--- config.mk ---
export PLATFORM = sky130hd
export DESIGN_NAME = depth_frame_streamer
export DESIGN_NICKNAME = d
export VERILOG_FILES = /design/src/rtl/dut_param_pkg.sv /design/src/rtl/depth_stream_skid.sv /design/src/rtl/depth_frame_streamer.sv
export SDC_FILE = /design/constraint.sdc
export NUM_CORES = 1
export LEC_CHECK = 0
export CAP_MARGIN = 15
export CORE_ASPECT_RATIO = 1.5
export CORE_MARGIN = 10
export CORE_UTILIZATION = 31
export CTS_CLUSTER_DIAMETER = 200
export DETAILED_ROUTE_END_ITERATION = 10
export PLACE_DENSITY = 0.5
export SLEW_MARGIN = 25
export SYNTH_ARGS = -nofsm -noshare
export SYNTH_HDL_FRONTEND = slang
export SYNTH_SLANG_ARGS = --single-unit
--- constraint.sdc ---
create_clock -name i_CLK -period 4.8 [get_ports i_CLK]
set_clock_uncertainty 0.2 [all_clocks]
set_input_delay 0.96 -clock i_CLK [delete_from_list [all_inputs] [get_ports i_CLK]]
set_output_delay 0.96 -clock i_CLK [all_outputs]
set_load 0.03 [all_outputs]
--- src/rtl/dut_param_pkg.sv ---
// Shared constants and FSM state type for the depth frame streamer.
// Latency: n/a (declarations only).
// Backpressure: n/a.
package dut_param_pkg;

  localparam int c_depth_bit        = 8;
  localparam int c_dim_bit          = 8;
  localparam int c_depth_sram_a_bit = 16;

  typedef enum logic [1:0] {
    IDLE   = 2'd0,
    STREAM = 2'd1,
    FINISH = 2'd2
  } state_t;

endpackage

--- src/rtl/depth_stream_skid.sv ---
// Two-entry synchronous FIFO holding SRAM read data until the sink takes it.
// Latency: a push is visible on data_out the cycle after it is written.
// Backpressure: none internally; the caller must never push when full or pop when empty.
module depth_stream_skid #(
  parameter int p_width = 8
) (
  input  logic               clk,
  input  logic               rst_n,
  input  logic               push,
  input  logic [p_width-1:0] data_in,
  input  logic               pop,
  output logic [p_width-1:0] data_out,
  output logic [1:0]         count
);

  logic [p_width-1:0] mem_q [2];
  logic [p_width-1:0] mem_d [2];
  logic               wr_ptr_q, wr_ptr_d;
  logic               rd_ptr_q, rd_ptr_d;
  logic [1:0]         cnt_q, cnt_d;

  // Next-state: write slot on push, advance pointers, track occupancy.
  always_comb begin
    mem_d    = mem_q;
    wr_ptr_d = wr_ptr_q ^ push;
    rd_ptr_d = rd_ptr_q ^ pop;
    cnt_d    = cnt_q + {1'b0, push} - {1'b0, pop};
    if (push) begin
      mem_d[wr_ptr_q] = data_in;
    end
  end

  // Storage and pointer registers; storage is cleared so the head reads 0 after reset.
  always_ff @(posedge clk or negedge rst_n) begin
    if (!rst_n) begin
      mem_q[0] <= '0;
      mem_q[1] <= '0;
      wr_ptr_q <= 1'b0;
      rd_ptr_q <= 1'b0;
      cnt_q    <= 2'd0;
    end else begin
      mem_q    <= mem_d;
      wr_ptr_q <= wr_ptr_d;
      rd_ptr_q <= rd_ptr_d;
      cnt_q    <= cnt_d;
    end
  end

  assign data_out = mem_q[rd_ptr_q];
  assign count    = cnt_q;

endmodule

--- src/rtl/depth_frame_streamer.sv ---
// Streams a W x H raster depth image from SRAM as a framed valid/ready pixel stream.
// Latency: first read with FRAME_START, first VALID 2 cycles later, 1 pixel/cycle with ready high.
// Backpressure: read credits (fifo + inflight <= 2) stall SRAM reads; no data loss. Macro DEPTH_STREAM_EOL_EN adds o_DEPTH_EOL.
module depth_frame_streamer
  import dut_param_pkg::*;
#(
  parameter int p_depth_bit        = c_depth_bit,
  parameter int p_dim_bit          = c_dim_bit,
  parameter int p_depth_sram_a_bit = c_depth_sram_a_bit
) (
  input  logic                          i_CLK,
  input  logic                          i_RSTn,
  input  logic [p_dim_bit-1:0]          i_WIDTH,
  input  logic [p_dim_bit-1:0]          i_HEIGHT,
  input  logic                          i_START,
  output logic                          o_BUSY,
  output logic                          o_FRAME_START,
  output logic                          o_FRAME_FINISH,
  output logic                          o_DEPTH_XDS_OUT_VALID,
  input  logic                          i_DEPTH_XDS_OUT_READY,
  output logic [p_depth_bit-1:0]        o_DEPTH,
  output logic                          o_DEPTH_SRAM_CEN,
  output logic                          o_DEPTH_SRAM_WEN,
  output logic [p_depth_sram_a_bit-1:0] o_DEPTH_SRAM_A,
  input  logic [p_depth_bit-1:0]        i_DEPTH_SRAM_Q
`ifdef DEPTH_STREAM_EOL_EN
  ,
  output logic                          o_DEPTH_EOL
`endif
);

  // FIFO entry: {eol (optional), last-of-frame, pixel}.
`ifdef DEPTH_STREAM_EOL_EN
  localparam int c_fifo_w = p_depth_bit + 2;
`else
  localparam int c_fifo_w = p_depth_bit + 1;
`endif

  localparam logic [p_dim_bit-1:0]          c_dim_one  = {{(p_dim_bit-1){1'b0}}, 1'b1};
  localparam logic [p_depth_sram_a_bit-1:0] c_addr_one = {{(p_depth_sram_a_bit-1){1'b0}}, 1'b1};

  state_t                        state_q, state_d;
  logic [p_dim_bit-1:0]          w_q, w_d, h_q, h_d;
  logic [p_dim_bit-1:0]          col_q, col_d, row_q, row_d;
  logic [p_depth_sram_a_bit-1:0] addr_q, addr_d;
  logic                          rd_left_q, rd_left_d;
  logic                          inflight_q, inflight_d;
  logic                          infl_last_q, infl_last_d;
  logic                          frame_start_q, frame_start_d;
`ifdef DEPTH_STREAM_EOL_EN
  logic                          infl_eol_q, infl_eol_d;
`endif

  logic [c_fifo_w-1:0] fifo_in, fifo_out;
  logic [1:0]          fifo_cnt;
  logic                fifo_vld, pop, issue, head_last;
  logic                col_last, row_last;
  logic [2:0]          credit;

  assign fifo_vld  = (fifo_cnt != 2'd0);
  assign pop       = fifo_vld & i_DEPTH_XDS_OUT_READY;
  assign head_last = fifo_out[p_depth_bit];
  assign col_last  = (col_q == (w_q - c_dim_one));
  assign row_last  = (row_q == (h_q - c_dim_one));

  // Occupancy after this cycle's pop, counting the read already in flight.
  assign credit = {1'b0, fifo_cnt} + {2'b0, inflight_q} - {2'b0, pop};
  assign issue  = (state_q == STREAM) && rd_left_q && (credit < 3'd2);

`ifdef DEPTH_STREAM_EOL_EN
  assign fifo_in = {infl_eol_q, infl_last_q, i_DEPTH_SRAM_Q};
`else
  assign fifo_in = {infl_last_q, i_DEPTH_SRAM_Q};
`endif

  depth_stream_skid #(
    .p_width (c_fifo_w)
  ) u_skid (
    .clk      (i_CLK),
    .rst_n    (i_RSTn),
    .push     (inflight_q),
    .data_in  (fifo_in),
    .pop      (pop),
    .data_out (fifo_out),
    .count    (fifo_cnt)
  );

  // Next-state: frame acceptance, raster read issue, and end-of-frame detection.
  always_comb begin
    state_d       = state_q;
    w_d           = w_q;
    h_d           = h_q;
    col_d         = col_q;
    row_d         = row_q;
    addr_d        = addr_q;
    rd_left_d     = rd_left_q;
    frame_start_d = 1'b0;
    inflight_d    = issue;
    infl_last_d   = issue & col_last & row_last;
`ifdef DEPTH_STREAM_EOL_EN
    infl_eol_d    = issue & col_last;
`endif
    case (state_q)
      IDLE: begin
        if (i_START) begin
          w_d           = i_WIDTH;
          h_d           = i_HEIGHT;
          col_d         = '0;
          row_d         = '0;
          addr_d        = '0;
          frame_start_d = 1'b1;
          if ((i_WIDTH == '0) || (i_HEIGHT == '0)) begin
            rd_left_d = 1'b0;
            state_d   = FINISH;
          end else begin
            rd_left_d = 1'b1;
            state_d   = STREAM;
          end
        end
      end
      STREAM: begin
        if (issue) begin
          addr_d = addr_q + c_addr_one;
          if (col_last) begin
            col_d = '0;
            row_d = row_q + c_dim_one;
            if (row_last) begin
              rd_left_d = 1'b0;
            end
          end else begin
            col_d = col_q + c_dim_one;
          end
        end
        if (pop && head_last) begin
          state_d = FINISH;
        end
      end
      FINISH: begin
        // An empty frame enters here alongside FRAME_START; hold one more cycle so the pulses do not overlap.
        if (!frame_start_q) begin
          state_d = IDLE;
        end
      end
      default: begin
        state_d = IDLE;
      end
    endcase
  end

  // Control registers; reset returns to IDLE with no pending reads.
  always_ff @(posedge i_CLK or negedge i_RSTn) begin
    if (!i_RSTn) begin
      state_q       <= IDLE;
      w_q           <= '0;
      h_q           <= '0;
      col_q         <= '0;
      row_q         <= '0;
      addr_q        <= '0;
      rd_left_q     <= 1'b0;
      inflight_q    <= 1'b0;
      infl_last_q   <= 1'b0;
      frame_start_q <= 1'b0;
`ifdef DEPTH_STREAM_EOL_EN
      infl_eol_q    <= 1'b0;
`endif
    end else begin
      state_q       <= state_d;
      w_q           <= w_d;
      h_q           <= h_d;
      col_q         <= col_d;
      row_q         <= row_d;
      addr_q        <= addr_d;
      rd_left_q     <= rd_left_d;
      inflight_q    <= inflight_d;
      infl_last_q   <= infl_last_d;
      frame_start_q <= frame_start_d;
`ifdef DEPTH_STREAM_EOL_EN
      infl_eol_q    <= infl_eol_d;
`endif
    end
  end

  assign o_BUSY                = (state_q != IDLE);
  assign o_FRAME_START         = frame_start_q;
  assign o_FRAME_FINISH        = (state_q == FINISH) && !frame_start_q;
  assign o_DEPTH_XDS_OUT_VALID = fifo_vld;
  assign o_DEPTH               = fifo_out[p_depth_bit-1:0];
  assign o_DEPTH_SRAM_CEN      = ~issue;
  assign o_DEPTH_SRAM_WEN      = 1'b1;
  assign o_DEPTH_SRAM_A        = addr_q;
`ifdef DEPTH_STREAM_EOL_EN
  assign o_DEPTH_EOL           = fifo_vld & fifo_out[p_depth_bit+1];
`endif

endmodule

==> impl_metrics.ini <==
[grt]
grt_usage_pct = 11.2
antenna_found_initial = 0
grt_max_degree = 77
overflow = 0
grt_pass1_wl_um = 16500
grt_pass1_vias = 3311

[floorplanning]
coreArea_sq_um = 12900
num_rows = 51
die_x_um = 113
die_y_um = 160
ios = 58
start_util_pct = 31.3
die_area_sq_um = 18100

[synth]
synth.distinct_cells = 52
synthTopCellsByArea = dfrtp_1, mux2_2, nand2_1
synth_nets = 443
synth_area_sq_um = 4030
ys_async_sr_fraction_pct = 100
synth-seq-area-share_pct = 47.1
yosysTopAreaCell = dfrtp_1
syn_area_per_cell_sq_um = 9.96
synthMostInstantiatedCell = dfrtp_1
synth_top_area_share_pct = 47.1
synth_warnings = 0
yosys-top-cells-count = dfrtp_1, nand2_1, nor2_1
synth_edf_count = 0
syn_inst = 405
synth-seq-cells = 76
synth_ff_type = dfrtp_1

[critical_path]
cp.required_ns = 3.64
critical-path-top-delay-family = adder cells
critPathBufInv = 5
critPathSlowestCell = fa_1
startpoint_type = input port
worstPathCellList = clkdlybuf4s50_1 > nand2_1 > inv_1 > ha_1 > inv_1 > ha_1 > fa_1 > nand4bb_1 > nor2_1 > inv_1 > dlymetal6s2s_1
crit_fanout = 2
cp_data_arrival_time_ns = 3.11
end_kind = output port
path_class = input port to output port
cpMostUsedCell = inv_1
critPathMaxStageDelay_ns = 0.45

[clock_tree]
clock_sinks = 76
cts_root_buffer = clkbuf_16
cts_made_buffers = 9
post-cts-setup-buffers = 0
tritoncts = done
clk_latency_ns = 0.34
max-clock-path-buffers = 2
clk_pin_slew_ns = 0.06
htree_num_levels = 3

[finish]
drive_gt1_share_pct = 13.0
area.growth.synth_to_final_pct = 27.5
layout.nets = 503
diodes = 0
final_util_pct = 39.9

[power_and_ir_drop]
power_density_nw_per_um2 = 592
p_leak_nw = 2.22
vdd_drop_max_mv = 0.209

[timing]
post-route-period-util_pct = 89.0
finalCriticalPeriod_ns = 4.27
slew_headroom_pct = 51.5
drv_slew = 0
rsz0062_at_grt = false
setup_viol = 0
worst_slew_pin_slew_ns = 0.727
fin_tns_setup_ns = 0
max_freq_ghz = 0.234
hold_viol = 0

[drt]
postRouteWirelength_um = 9720
drc = 0
vias = 3129
drtPass1Iterations = 4
drt_iter0_markers = 109
viasPerCell = 4.97
ant_nets = 0
wl_per_cell_um = 15.4

[placement]
dpl.hpwl_um = 7050
gp_congestion = 0.758
port-buffer-count = 56

[worst_hold_path]
worst_hold_path_type = flop to flop

[job]
maxCapViolations = 0

[outcome]
status = complete, no violations
-- registers in the layout, indices dropped and copies added (netlist names) --
register	flops
o_DEPTH_SRAM_A	16
u_skid.mem_q	18
u_skid.rd_ptr_q	1
w_q	8
row_q	8
h_q	8
u_skid.count	2
o_FRAME_START	1
infl_last_q	1
u_skid.wr_ptr_q	1
rd_left_q	1
state_q	2
inflight_q	1
col_q	8
-- worst register-to-register path, delay by kind of cell, from the launching register on --
family	cells	cell delay, ns
buffers and inverters	3	0.26
adders and majority gates	3	0.89
and+or+nand+nor	5	1.52
DFF	1	0.41
AOI/OAI and AO/OA	2	0.42
-- layout make-up --
cell class	instances	area [sq um]
timing repair buffer	65	632
multi-input combinational	296	2000
fill	1313	7750
clock inverter	7	121
inverter	17	63.8
sequential	76	1900
tap	159	199
clock buffer	9	225
-- report_power, final --
group / internal [mW] / switching, mW
clock network: 0.513 / 0.282
logic: 0.592 / 0.655
registers: 0.822 / 0.182
total: 1.93 / 1.12
-- final timing paths --
path                                        from                  to  slack, ns  cells past startpoint
min                              u_skid.mem_q[3]     u_skid.mem_q[3]       0.30                      1
max reg2reg                      u_skid.count[1]  o_DEPTH_SRAM_A[15]       1.07                     13
min in group asynchronous                 i_RSTn              w_q[4]       0.42                      1
max in group asynchronous                 i_RSTn            col_q[1]       3.44                      1
min reg2reg                      u_skid.mem_q[3]     u_skid.mem_q[3]       0.30                      1
max                        i_DEPTH_XDS_OUT_READY    o_DEPTH_SRAM_CEN       0.53                     11
-- routing by layer --
layer	vias up	global-route usage [%]	share of wire (%)
met4	0	5.21	1.9
met3	10	2.96	3.1
met1	1563	12.1	41
met5	-	0	0
met2	37	19.5	54
li1	1519	-	-
-- cells by family after synthesis --
group / after synthesis / synth area share (%)
adders and majority gates: 10 / 3.29
other: 1 / 0.0930
buffers and inverters: 33 / 3.26
xor gates and xnor gates: 40 / 9.03
AOI/OAI and AO/OA: 39 / 6.79
muxes: 32 / 8.78
DFF: 76 / 47.1
and+or+nand+nor: 174 / 21.6
-- per-stage QoR --
stage / power (mW) / hold slack (ns) / cells / worst slack [ns] / instance area, sq um
6_report: 3.05 / 0.304 / 629 / 0.530 / 5140
5_1_grt: 3.28 / 0.320 / 629 / 0.351 / 5140
4_1_cts: 3.11 / 0.304 / 629 / 0.134 / 5140
3_5_place_dp: 2.29 / 0.292 / 613 / 0.149 / 4790
3_3_place_gp: 2.26 / 0.285 / 613 / 0.159 / 4790
2_1_floorplan: 1.82 / 0.265 / 405 / 0.784 / 4030
-- placed cells by master (no fill, tap or decap), drive strengths merged, types with 2 or more instances in the layout --
| master | count |
|---|---|
| nand4bb | 2 |
| buf | 10 |
| clkbuf | 9 |
| nor2b | 3 |
| xor2 | 16 |
| mux2i | 5 |
| nor4 | 14 |
| xnor2 | 23 |
| and3 | 3 |
| o22ai | 2 |
| nand3b | 4 |
| clkdlybuf4s50 | 54 |
| dfrtp | 76 |
| nand3 | 9 |
| nor3 | 5 |
| inv | 20 |
| nor2 | 30 |
| or2 | 4 |
| or3 | 3 |
| o21ai | 11 |
| nor4b | 3 |
| nand2b | 8 |
| a21oi | 9 |
| nand4 | 7 |
| or4 | 6 |
| bufinv | 3 |
| mux2 | 27 |
| nor3b | 3 |
| ha | 9 |
| o31ai | 4 |
| nand2 | 67 |
-- what timing repair did --
action / CTS / global route
gates resized for setup: 0 / 1
hold buffers: 0 / 0
setup endpoints to repair: 0 / 1
hold endpoints to repair: 0 / 0
(Power assumes the default switching activity.)
